`config.mk`:
```
export PLATFORM = sky130hd
export DESIGN_NAME = ser_arbiter
export DESIGN_NICKNAME = d
export VERILOG_FILES = /design/src/rtl/ser_arbiter.sv
export SDC_FILE = /design/constraint.sdc
export NUM_CORES = 1
export LEC_CHECK = 0
export CAP_MARGIN = 20
export CORE_UTILIZATION = 42
export CTS_CLUSTER_DIAMETER = 120
export DETAILED_ROUTE_END_ITERATION = 6
export PLACE_DENSITY = 0.76
export SYNTH_ARGS = -nofsm -noshare
export SYNTH_HDL_FRONTEND = slang
export SYNTH_SLANG_ARGS = --single-unit
export TNS_END_PERCENT = 10
```
`constraint.sdc`:
```
create_clock -name clk -period 1.4 [get_ports clk]
set_input_delay 0.28 -clock clk [delete_from_list [all_inputs] [get_ports clk]]
set_output_delay 0.28 -clock clk [all_outputs]
set_load 0.05 [all_outputs]
```
`src/rtl/ser_arbiter.sv`:
```
// rtl/ser_arbiter.sv - two-requester round-robin arbiter feeding an LSB-first serializer
// One frame of DATA_W bits per accept, followed by GAP idle cycles.
module ser_arbiter #(
   parameter int DATA_W = 8,
   parameter int GAP    = 0
) (
   input  logic              clk,
   input  logic              reset,
   input  logic              req0_valid,
   input  logic [DATA_W-1:0] req0_data,
   output logic              req0_ready,
   input  logic              req1_valid,
   input  logic [DATA_W-1:0] req1_data,
   output logic              req1_ready,
   output logic              ser_out,
   output logic              ser_valid,
   output logic              ser_src,
   output logic              ser_last,
   output logic              busy
);

   localparam int IW = (DATA_W > 1) ? $clog2(DATA_W) : 1;
   localparam logic [IW-1:0] IDX_LAST = IW'(DATA_W - 1);
   localparam logic [3:0]    GAP_LAST = 4'((GAP > 0) ? (GAP - 1) : 0);

   typedef enum logic [1:0] {
      S_IDLE,
      S_SHIFT,
      S_GAP
   } state_t;

   state_t            r_state;
   logic [IW-1:0]     r_idx;
   logic [3:0]        r_gap_cnt;
   logic [DATA_W-1:0] r_shift;
   logic              r_src;
   logic              r_last_grant;

   logic              w_idle;
   logic              w_grant1;
   logic              w_accept;
   logic [DATA_W-1:0] w_data;

   // Grant requester 1 only when requester 0 is absent or it was served last.
   assign w_idle     = (r_state == S_IDLE) && !reset;
   assign w_grant1   = req1_valid && (!req0_valid || !r_last_grant);
   assign w_accept   = w_idle && (req0_valid || req1_valid);
   assign req0_ready = w_accept && !w_grant1;
   assign req1_ready = w_accept && w_grant1;
   assign w_data     = w_grant1 ? req1_data : req0_data;

   always_ff @(posedge clk or posedge reset) begin
      if (reset) begin
         r_state      <= S_IDLE;
         r_idx        <= '0;
         r_gap_cnt    <= '0;
         r_shift      <= '0;
         r_src        <= 1'b0;
         r_last_grant <= 1'b1;
      end else begin
         case (r_state)
            S_IDLE: begin
               if (w_accept) begin
                  r_state      <= S_SHIFT;
                  r_idx        <= '0;
                  r_shift      <= w_data;
                  r_src        <= w_grant1;
                  r_last_grant <= w_grant1;
               end
            end
            S_SHIFT: begin
               r_shift <= r_shift >> 1;
               if (r_idx == IDX_LAST) begin
                  r_idx     <= '0;
                  r_gap_cnt <= '0;
                  r_state   <= (GAP == 0) ? S_IDLE : S_GAP;
               end else begin
                  r_idx <= r_idx + 1'b1;
               end
            end
            S_GAP: begin
               if (r_gap_cnt == GAP_LAST) begin
                  r_gap_cnt <= '0;
                  r_state   <= S_IDLE;
               end else begin
                  r_gap_cnt <= r_gap_cnt + 1'b1;
               end
            end
            default: r_state <= S_IDLE;
         endcase
      end
   end

   assign ser_valid = (r_state == S_SHIFT);
   assign ser_out   = ser_valid && r_shift[0];
   assign ser_last  = ser_valid && (r_idx == IDX_LAST);
   assign ser_src   = r_src;
   assign busy      = (r_state != S_IDLE);

endmodule

```
==> flow_summary_export.csv, run 1 <==
group,metric,value,unit
layout,final_core_util,0.750,
sta,setup_slack,-0.314,ns
status,violations,"DRC, setup timing",
sta,setup_viol,12,
worst_setup_path,worstReg2RegEnd,"r_shift[0]",
logic_synthesis,yosys.area.top_type_share,0.438,
grt,gr_util_all_layers,0.208,
layout,layout.nets,129,
clock_tree,clock_tree.root_cell,"clkbuf_4",
worst_setup_path,critPathArrivalTime,1.43,ns
logic_synthesis,synth.avg_cell_area,10.5,sq um
floorplanning,die_x,44.0,microns
clock_tree,worst_skew_pair.late_latency,0.28,ns
logic_synthesis,synth_fp_nets,93,
logic_synthesis,synth_top_flop_cell,"dfrtp_1",
grt,antenna_violations_before_repair,0,
status,outcome,"complete, but fails checks",
logic_synthesis,syn-instance-count,71,
worst_setup_path,setup.reg_to_reg.worst_slack,-0.14,ns
power,leakagePower,0.000527,uW
sta,report.final.slew_viol_count,0,
logic_synthesis,synth.cell_area,742,sq um
layout,nFillCells,120,
drt,num_vias,682,
floorplanning,fp.dieArea,0.00194,sq mm
logic_synthesis,ys_top_cells_by_area,"dfrtp_1 (44%), a221o_1 (11%), nand2b_1 (6.7%), o21ai_0 (6.1%), a21oi_4 (4.4%)",
placed_design,port-buffer-count,26,
worst_setup_path,worst-path-max-fanout,3,
power,power.density,1800,mW/mm^2
drt,antenna_violating_nets_post_route,0,
layout,antenna_cells_inserted,0,
sta,timing.final.hold_violations,0,
floorplanning,coreArea,0.00158,sq mm
drt,drc,1,
sta,whs,0.156,ns
power,ir_drop,1.01,mV
floorplanning,floorplan.initialDensity,0.471,
logic_synthesis,netlist.top_cell.by_area,"dfrtp_1",
sta,max_clock_freq,584,MHz
sta,worstMarginPinSlew,0.235,ns
drt,via_per_inst,5.59,
grt,grt_first_pass_wirelength,2860,microns
clock_tree,tritoncts,"yes",
power,p_total,2130,uW
drt,first_iter_violations,15,
logic_synthesis,sequential_element_share_of_the_synthesized_area,0.474,
placed_design,pre_cts_setup_slack,-0.380,ns
worst_setup_path,setup.worst_path.class,"reg -> out",
worst_setup_path,worst-endpoint-required,1.12,ns
clock_tree,cts_hold_buffers,0,
grt,grt_overflow_total,0,
grt,grt_pass1_vias,684,
drt,wire_per_inst,14.5,microns
drt,drt_wl_total,1770,microns
logic_synthesis,yosys-top-cells-count,"dfrtp_1 (13), o21ai_0 (9), a221o_1 (8), nand2_1 (8), nand2b_1 (8)",
layout,drive_gt1_frac,0.283,
floorplanning,design.portCount,27,
worst_setup_path,r2r_cells,6,
grt,grt_start_max_net_pins,25,
sta,fin_setup_tns,-1.97,ns
logic_synthesis,synthDistinctLibCells,19,
worst_setup_path,cp-start-kind,"flop",
layout,layout_overhead_on_the_synthesized_area,59.4,%
floorplanning,num_rows,14,
sta,clock-skew-final,0.00333,ns
sta,relSlewSlack,0.844,
job,timing.max_cap.violations,0,
logic_synthesis,synth.most_common_cell,"dfrtp_1",
logic_synthesis,yosys_warnings,0,
placed_design,gpl.final_weighted_congestion,0.720,
worst_setup_path,sort_of_element_at_the_end_of_the_critical_path,"output port",
sta,grt_setup_unrepaired,"true",
logic_synthesis,synth_enable_flop_cells,0,
clock_tree,ctsHtreeMaxLevel,1,
placed_design,place_hpwl,1320,microns
worst_setup_path,r2r_start,"r_state[0]",
clock_tree,cts_inserted_buffers,3,
sta,layout_min_cycle_time,1.71,ns
clock_tree,ctsLongestPathBuffers,2,
drt,detail_route.first_pass.iterations,6,
sta,post-route-period-util,1.22,
logic_synthesis,yosys_register_bits,14,
clock_tree,cts_num_sinks,14,
worst_hold_path,type_of_the_tightest_min_delay_check,"in -> async",
logic_synthesis,ys_async_sr_fraction,1.00,
clock_tree,clkSlewWorstSetupHoldPaths,0.09,ns
floorplanning,fp.dieH,44.0,microns
## layout by cell type (no fill, tap or decap), drive strengths merged
cell           instances
nand2b                 8
a21oi                  3
nand2                  8
inv                    4
or3b                   2
dfrtp                 13
clkdlybuf4s50         16
o21ai                  9
clkbuf                 4
ha                     2
o21ba                  1
dlygate4sd2            3
a221o                  8
a22o                   2
dfstp                  1
and2                   2
a21o                   1
buf                   16
nor3b                  1
nor2                   2
## sequential cells by signal, summed over array words and instances, names as in the netlist
register and cells:
r_idx 3, r_shift 8, ser_src 1, r_last_grant 1
r_state 1
## cell type report
| cell class | instances | area [sq um] | share of cell area |
|---|---|---|---|
| clock buffers | 4 | 36.3 | 0.0307 |
| inverters | 4 | 15.0 | 0.0127 |
| multi-input cells | 49 | 358 | 0.303 |
| flip-flops and latches | 14 | 353 | 0.298 |
| well taps | 16 | 20.0 | 0.0169 |
| repair buffers | 35 | 400 | 0.339 |
## critical path, stage by stage (launching register included)
cell and delay, ns:
dfrtp_2 0.43, or3b_4 0.40, a21oi_4 0.17, buf_12 0.16
## how the worst max path moves through the flow
| stage | endpoint | from | depth (start not counted) | slack, ns |
|---|---|---|---|---|
| 4_1_cts | req0_ready | r_state[0] | 3 | -0.34 |
| 5_1_grt | req1_ready | r_state[0] | 3 | -0.36 |
| 3_3_place_gp | req0_ready | reset | 4 | -0.34 |
| 2_1_floorplan | r_shift[0] | r_state[0] | 3 | -0.25 |
| 6_report | req1_ready | r_state[0] | 3 | -0.31 |
| 3_5_place_dp | r_shift[0] | reset | 5 | -0.38 |
## cell families after synthesis
family                     after synthesis  synth area share
AOI/OAI and AO/OA                       24             0.266
and+or+nand+nor                         23             0.175
DFF                                     14             0.474
buffers and inverters                    8            0.0506
adders and majority gates                2            0.0337
## routing by layer
layer | wire length, microns | GRT usage
met1 | 751 | 0.233
met2 | 940 | 0.382
met3 | 65 | 0.0612
met4 | 15 | 0.0545
met5 | 0 | 0
## report_power, final
group | switching [uW] | internal [uW]
logic | 556 | 572
registers | 117 | 589
clock network | 135 | 158
## per-stage QoR
stage | std cells | area [sq um]
after floorplan | 71 | 746
after global placement | 116 | 1110
after detailed placement | 116 | 1110
after CTS | 121 | 1160
after global routing | 122 | 1180
final | 122 | 1180
## what timing repair did
item                                    in CTS  in global routing
resized for setup                            6                  3
endpoints found under the setup margin      13                 15
setup buffers                                1                  1
pin swaps                                   10                  2
Note: power is estimated with default switching activity, not from simulation.
==> inputs of run 2 (changes only) <==
CORE_UTILIZATION = 46   (was 42)
PLACE_DENSITY = 0.82   (was 0.76)
clock period = 2.1 ns   (was 1.4 ns; I/O delays follow)
==> flow_summary_export.csv, run 2 (synthesized netlist as in run 1, its figures left out) <==
group,metric,value,unit
layout,top_registers,"r_shift: 8 flops, r_idx: 3 flops",
sta,grt_setup_unrepaired,"false",
grt,grt_pass1_vias,655,
worst_setup_path,sort_of_element_at_the_end_of_the_critical_path,"output port",
layout,layout.cells.most_common_list,"clkdlybuf4s50_1 (20), dfrtp_1 (13), o21ai_0 (9)",
clock_tree,cts_inserted_buffers,3,
layout,antenna_cells_inserted,0,
drt,antenna_violating_nets_post_route,0,
clock_tree,ctsLongestPathBuffers,2,
drt,detail_route.first_pass.iterations,4,
power,internal_power,849,uW
layout,layout.cells.most_common,"clkdlybuf4s50_1",
floorplanning,num_rows,14,
worst_setup_path,cp-start-kind,"input pin",
worst_hold_path,whs_path_depth,1,
layout,register_with_the_most_flip_flops,"r_shift",
worst_hold_path,min_delay_worst_endpoint,"r_idx[2]",
power,power.density,1220,mW/mm^2
worst_setup_path,critPathArrivalTime,1.64,ns
sta,setup_slack,0.0395,ns
worst_hold_path,type_of_the_tightest_min_delay_check,"reg -> reg",
drt,wire_per_inst,13.9,microns
power,ir_drop,0.680,mV
worst_setup_path,worst-path-max-fanout,2,
sta,post-route-period-util,0.981,
worst_setup_path,r2r_start,"r_state[0]",
drt,num_vias,641,
clock_tree,ctsHtreeMaxLevel,1,
clock_tree,total_of_cells_resized_after_clock_tree_synthesis,0,
drt,via_per_inst,5.43,
sta,fin_setup_tns,0,ns
layout,layout.cell_area.non_filler,0.00113,sq mm
sta,clock-skew-final,0.00495,ns
floorplanning,die_x,42.2,microns
layout,largest_register_ff_count,8,
grt,grt_overflow_total,0,
clock_tree,cts_hold_buffers,0,
worst_setup_path,r2r_cells,4,
floorplanning,coreArea,0.00151,sq mm
power,seqPwrFrac,0.334,
power,netSwitchingPower,530,uW
status,outcome,"completed",
layout,stdcell_count,118,
clock_tree,tritoncts,"yes",
floorplanning,fp.dieArea,0.00178,sq mm
worst_setup_path,setup.reg_to_reg.worst_slack,0.67,ns
floorplanning,floorplan.initialDensity,0.493,
placed_design,place_area,0.00110,sq mm
drt,drt_wl_total,1640,microns
clock_tree,clock_tree.root_cell,"clkbuf_4",
sta,report.final.slew_viol_count,0,
power,clock_network_fraction_of_design_power,0.142,
sta,relSlewSlack,0.655,
layout,drive_gt1_frac,0.206,
placed_design,place_hpwl,1260,microns
sta,layout_min_cycle_time,2.06,ns
placed_design,pre_cts_setup_slack,0.0449,ns
sta,worstMarginPinSlew,0.517,ns
grt,antenna_violations_before_repair,0,
worst_setup_path,worstReg2RegEnd,"r_shift[2]",
sta,setup_viol,0,
clock_tree,clkSlewWorstSetupHoldPaths,0.08,ns
worst_setup_path,setup.worst_path.class,"in -> out",
sta,max_clock_freq,485,MHz
layout,layout.nets,125,
clock_tree,worst_skew_pair.late_latency,0.28,ns
placed_design,placedCellCount,114,
power,combPwrFrac,0.524,
placed_design,port-buffer-count,26,
drt,first_iter_violations,11,
grt,grt_first_pass_wirelength,2730,microns
worst_hold_path,hold_path_startpoint,"r_idx[2]",
clock_tree,post-cts-setup-buffer-count,0,
power,leakagePower,0.000497,uW
job,timing.max_cap.violations,0,
drt,drc,0,
placed_design,gpl.final_weighted_congestion,0.775,
worst_setup_path,worst-endpoint-required,1.68,ns
layout,final_core_util,0.752,
layout,layout_overhead_on_the_synthesized_area,52.8,%
floorplanning,fp.dieH,42.2,microns
sta,timing.final.hold_violations,0,
grt,grt_start_max_net_pins,25,
power,netSwitchingFraction,0.384,
clock_tree,cts_num_sinks,14,
grt,gr_util_all_layers,0.206,
floorplanning,design.portCount,27,
[run 2: cell types whose count changed in the layout (fill, tap and decap cells not counted), moves of 2 or more]
cell,before,now
and2_1,0,2
and2_2,2,0
clkdlybuf4s50_1,16,20
buf_6,3,0
dlygate4sd2_1,3,0
[run 2: power groups by stage]
stage	Sequential, uW	Clock [uW]	Combinational [uW]
after floorplan	521	0	396
after global placement	461	0	702
after detailed placement	466	0	727
after CTS	460	198	730
after global routing	476	212	783
final	461	196	722
[run 2: cell type report]
type,count,area [sq um]
Sequential cell,14,352
Fill cell,110,373
Inverter,4,15.0
Multi-Input combinational cell,49,353
Tap cell,16,20.0
Timing Repair Buffer,31,358
Clock buffer,4,36.3
[run 2: metal layers]
metal	wire length (microns)	global-route usage	share of wire	up-vias
li1	-	-	-	315
met1	687	0.246	0.42	304
met2	866	0.375	0.53	19
met3	66	0.0388	0.040	3
met4	17	0.0563	0.010	0
met5	0	0	0	-
[run 2: worst max-delay path: stages]
cell             delay, ns
clkdlybuf4s50_1       0.49
or3b_4                0.41
a21oi_4               0.17
buf_12                0.15
[run 2: worst max path at each step]
stage | slack (ns) | endpoint | depth (start not counted) | start
after floorplan | 0.12 | ser_last | 3 | r_state[0]
after global placement | 0.08 | req0_ready | 4 | req0_valid
after detailed placement | 0.04 | req0_ready | 4 | reset
after CTS | 0.04 | req0_ready | 4 | reset
after global routing | 0.01 | req0_ready | 4 | req0_valid
final | 0.04 | req0_ready | 4 | req0_valid
[run 2: stage by stage]
| step | power (uW) | hold WS, ns |
|---|---|---|
| 2_1_floorplan | 916 | 0.309 |
| 5_1_grt | 1470 | 0.542 |
| 6_report | 1380 | 0.516 |
| 4_1_cts | 1390 | 0.520 |
| 3_3_place_gp | 1160 | 0.489 |
| 3_5_place_dp | 1190 | 0.495 |
==> edit 1, RTL diff (flow settings as in run 1) <==
Encoding of `state_t`: now one-hot (3 bits for 3 states).
--- a/src/rtl/ser_arbiter.sv
+++ b/src/rtl/ser_arbiter.sv
@@ -25,6 +25,6 @@
 
-   typedef enum logic [1:0] {
-      S_IDLE,
-      S_SHIFT,
-      S_GAP
+   typedef enum logic [2:0] {
+      S_IDLE  = 3'b001,
+      S_SHIFT = 3'b010,
+      S_GAP   = 3'b100
    } state_t;
Behaviour: no difference found for any inputs over 10 cycles, from zero or initial values and one cycle with reset high; not proved beyond that.
==> edit 1 against run 1 <==
- the flow finishes with violations (negative setup slack)
- design area grew 11%
- count of clock-buffer cells in the layout is the same
- total power increased by 6.8%
- worst setup slack got worse by 180 ps
- synthesized area rose by 18%
- combinational power rose by 12%
- sequential cell count up 1
- final cell count rose by 15%
- sequential power increased by 7.6%
- die area grew 17%
- sequential share of layout area fell by 1.1 points
- wire length grew 10%
- largest power group unchanged
==> edit 1: results (changes against run 1) <==
Endpoints failing setup = 14 (was 12)
R2R depth = 4 (was 6)
Most frequent cells after synthesis = dfrtp_1 (13), nand2_1 (10), inv_1 (9), a221o_1 (8), o32ai_2 (7) (was dfrtp_1 (13), o21ai_0 (9), a221o_1 (8), nand2_1 (8), nand2b_1 (8))
Drt initial violations = 22 (was 15)
Peak supply drop = 0.937 mV (was 1.01 mV)
HPWL Detailed = 1420 um (was 1320 um)
First-pass GRT wire length = 2990 um (was 2860 um)
Skew final = 4.82 ps (was 3.33 ps)
I/O Buffers = 26 (unchanged)
Failing checks = negative setup slack (was design-rule violations, negative setup slack)
Measured slew at the worst slew-check pin = 329 ps (was 235 ps)
Layout cell share with drive strength beyond 1 = 35.4% (was 28.3%)
Final wirelength = 1960 um (was 1770 um)
Synthesized Nets = 99 (was 93)
Post-route setup slack = -494 ps (was -314 ps)
Pleak = 0.600 nW (was 0.527 nW)
Setup slack, reg-to-reg = -180 ps (was -140 ps)
Final setup TNS = -2970 ps (was -1970 ps)
Routed vias/inst = 5.40 (was 5.59)
Largest regs = r_shift (8), r_idx (3), r_state (2) (was r_shift (8), r_idx (3))
Arr. time, crit path = 1610 ps (was 1430 ps)
Critical path origin = r_state[0]$_DFFE_PP1P_ (was r_state[0]$_DFFE_PP0P_)
Tot GR Track Use = 18.8% (was 20.8%)
Ranking of synthesized cells by area = dfrtp_1 (37%), o32ai_2 (13%), a221o_1 (9.1%) (was dfrtp_1 (44%), a221o_1 (11%), nand2b_1 (6.7%))
Fin nets = 136 (was 129)
Layout fillers = 161 (was 120)
Worst Setup EP = req0_ready (was req1_ready)
Net Sw Power = 876 uW (was 809 uW)
Vias in the first global route = 719 (was 684)
Outcome = finished with violations (unchanged)
Distinct cells, synth = 25 (was 19)
TritonRoute pass-1 iters = 4 (was 6)
Seq/Total Area, Yosys = 43.1% (was 47.4%)
-- edit 1: changes by cell type after synthesis, sizes merged, moves of 2 or more --
cell	before	now
inv	4	9
a21oi	3	1
o32ai	0	7
nand2	8	10
o21ai	9	1
nor2	2	0
nand2b	8	2
-- edit 1: timing repair --
action	in CTS	in global routing
setup endpoints to repair	17	17
pin swaps	3	3
gates resized for setup	11	1
setup buffers	1	0
-- edit 1: layout make-up --
type,instances,area [um2],share of cell area [%]
clock buffers,4,26.3,2.00
inverters,9,36.3,2.76
well taps,27,33.8,2.57
multi-input cells,47,445,33.9
flip-flops and latches,15,378,28.8
repair buffers,38,394,30.0
-- edit 1: critical path: stages, from the launching register on --
cell	delay [ps]
dfstp_2	540
or3b_4	390
nor3b_4	240
buf_12	170
-- edit 1: cells by family (layout without fill, tap and decap cells) --
logic type	count (synthesis)	after routing	share of synthesized area, %
buffers and inverters	15	51	9.99
flip-flops	15	15	43.1
AO/OA/AOI/OAI	23	23	29.2
adder cells (fa/ha/maj)	2	2	2.85
AND/OR/NAND/NOR	22	22	14.8
-- edit 1: how the worst min path moves through the flow --
stage	from	endpoint	slack, ps	depth (start not counted)
finish	reset	r_shift[6]$_DFFE_PP0P_	380	3
global route	reset	r_shift[5]$_DFFE_PP0P_	410	3
CTS	reset	r_shift[7]$_DFFE_PP0P_	390	3
detailed placement	r_shift[0]$_DFFE_PP0P_	r_shift[0]$_DFFE_PP0P_	500	1
global placement	r_idx[1]$_DFFE_PP0P_	r_idx[1]$_DFFE_PP0P_	490	1
floorplan	reset	r_idx[0]$_DFFE_PP0P_	180	1
-- edit 1: power groups by stage --
stage / Sequential (mW) / Clock (mW) / Combinational [mW]
2_1_floorplan: 0.779 / 0 / 0.744
3_3_place_gp: 0.759 / 0 / 1.16
3_5_place_dp: 0.761 / 0 / 1.19
4_1_cts: 0.757 / 0.251 / 1.26
5_1_grt: 0.783 / 0.268 / 1.35
6_report: 0.761 / 0.249 / 1.26
-- edit 1: per-layer routing --
metal  vias up  part of all wire, %  GRT usage (%)
met5         -                    0              0
met4         0                    0           6.67
met3         0                  4.7           6.42
met2        21                   49           30.3
met1       379                   46           23.4
li1        356                    -              -
-- edit 1: stage by stage --
stage / std cells / total power [mW] / area, um2 / setup slack, ps
final: 140 / 2.27 / 1310 / -494
after global routing: 140 / 2.40 / 1310 / -546
after CTS: 140 / 2.27 / 1310 / -517
after detailed placement: 135 / 1.95 / 1240 / -471
after global placement: 135 / 1.92 / 1240 / -448
after floorplan: 77 / 1.52 / 883 / -425
==> edit 2, RTL diff (flow settings as in run 1) <==
Without the edit above. The parameter `DATA_W` goes from 8 to 32.
--- a/src/rtl/ser_arbiter.sv
+++ b/src/rtl/ser_arbiter.sv
@@ -3,3 +3,3 @@
 module ser_arbiter #(
-   parameter int DATA_W = 8,
+   parameter int DATA_W = 32,
    parameter int GAP    = 0
Interface: changed (resized req0_data and req1_data); port bits go from 27 to 75. No check against the original RTL was run, so the function may have changed too.
==> edit 2 against run 1 <==
- the flow finishes with violations (negative setup slack)
- maximum frequency shrank 0.78%
- die area rose to 2.8 times the old value
- hold slack improved by 110 ps
- design area grew to 2.9 times the old value
- worst setup slack worse by 14 ps
- clock skew is 5.8 ps higher
- wire length rose to 3.3 times the old value
- synthesized area rose to 2.9 times the old value
- total power rose by 150%
- sequential cell count increased by 26
- global-route usage increased by 0.072 points
- critical endpoint is now ser_last
- largest power group unchanged
==> edit 2: results (changes against run 1) <==
Dpl cells = 353 (was 116)
TritonRoute pass-1 iters = 5 (was 6)
Clock root buffer = clkbuf_8 (was clkbuf_4)
Seq/Total Area, Yosys = 46.5% (was 47.4%)
First-pass GRT wire length = 8580 um (was 2860 um)
Peak supply drop = 0.831 mV (was 1.01 mV)
Final setup TNS = -5190 ps (was -1970 ps)
Critical path origin = r_idx[0]$_DFFE_PP0P_ (was r_state[0]$_DFFE_PP0P_)
Post-DP Area = 0.00310 mm2 (was 0.00111 mm2)
Failing checks = negative setup slack (was design-rule violations, negative setup slack)
Distinct cells, synth = 27 (was 19)
Outcome = finished with violations (unchanged)
Vias = 2021 (was 682)
Multi-input comb cells = 154 (was 49)
CTS Buf Count = 5 (was 3)
Sequential cell area = 0.00100 mm2 (was 353 um2)
Fin nets = 378 (was 129)
Tot GR Track Use = 20.9% (was 20.8%)
Ranking of synthesized cells by area = dfrtp_1 (45%), a221o_1 (15%), nand2b_1 (9.6%) (was dfrtp_1 (44%), a221o_1 (11%), nand2b_1 (6.7%))
CLK BUF = 7 (was 4)
Layout fillers = 371 (was 120)
Vias in the first global route = 1829 (was 684)
Drt initial violations = 172 (was 15)
Synth Area in XOR/XNOR = 0.406% (was 0%)
Non-clk buf share = 34.8% (was 33.9%)
Arr. time, crit path = 1450 ps (was 1430 ps)
Worst Setup EP = ser_last (was req1_ready)
Net Sw Power = 1.76 mW (was 809 uW)
Clock power share = 14.4% (was 13.8%)
Power Dens Cells = 1520 mW/mm2 (was 1800 mW/mm2)
Pleak = 1.44 nW (was 0.527 nW)
Largest regs = r_shift (32), r_idx (5) (was r_shift (8), r_idx (3))
CTS H-tree depth = 2 (was 1)
Adder-cell share of the synthesized area = 1.16% (was 3.37%)
Area growth syn-to-layout = 58.8% (was 59.4%)
Max_slew headroom = 82.7% (was 84.4%)
Skew final = 9.12 ps (was 3.33 ps)
Most frequent cells after synthesis = dfrtp_1 (39), nand2b_1 (33), a221o_1 (32), o21ai_0 (32), nand2_1 (31) (was dfrtp_1 (13), o21ai_0 (9), a221o_1 (8), nand2_1 (8), nand2b_1 (8))
Count of plain and timing-repair buffers = 105 (was 35)
Number of non-clock inverters in the layout = 2 (was 4)
Post-route setup slack = -327 ps (was -314 ps)
RR Endpoint = r_shift[13]$_DFFE_PP0P_ (was r_shift[0]$_DFFE_PP0P_)
Max stage delay cell, worst path = dfrtp_1 (was dfrtp_2)
Endpoints failing setup = 39 (was 12)
Routed vias/inst = 5.38 (was 5.59)
Comb pwr share = 48.4% (was 53.0%)
Placement Setup Slack = -413 ps (was -380 ps)
Largest stage delay on the critical path = 390 ps (was 430 ps)
I/O Buffers = 74 (was 26)
==> edit 2: changes by cell type after synthesis, moves of 2 or more <==
cell,change
buf_6,+8
dfrtp_1,+26
a21oi_4,-2
inv_1,-2
nand2b_1,+25
or3b_4,-2
nor2_1,+4
nand2_1,+23
a221o_1,+24
buf_2,+3
clkbuf_1,+4
o21ai_0,+23
==> edit 2: cells by family after synthesis <==
| logic type | count (synthesis) |
|---|---|
| flip-flops | 40 |
| buffers and inverters | 21 |
| XOR/XNOR | 1 |
| AND/OR/NAND/NOR | 78 |
| adder cells (fa/ha/maj) | 2 |
| AO/OA/AOI/OAI | 73 |
==> edit 2: routing by layer <==
layer / global-route usage, % / wire length (um) / vias to the layer above / part of all wire [%]
met1: 28.9 / 2520 / 973 / 43
met3: 4.12 / 369 / 7 / 6.3
met5: 0 / 0 / - / 0
li1: - / - / 968 / -
met2: 33.6 / 2880 / 73 / 49
met4: 5.13 / 54 / 0 / 0.93
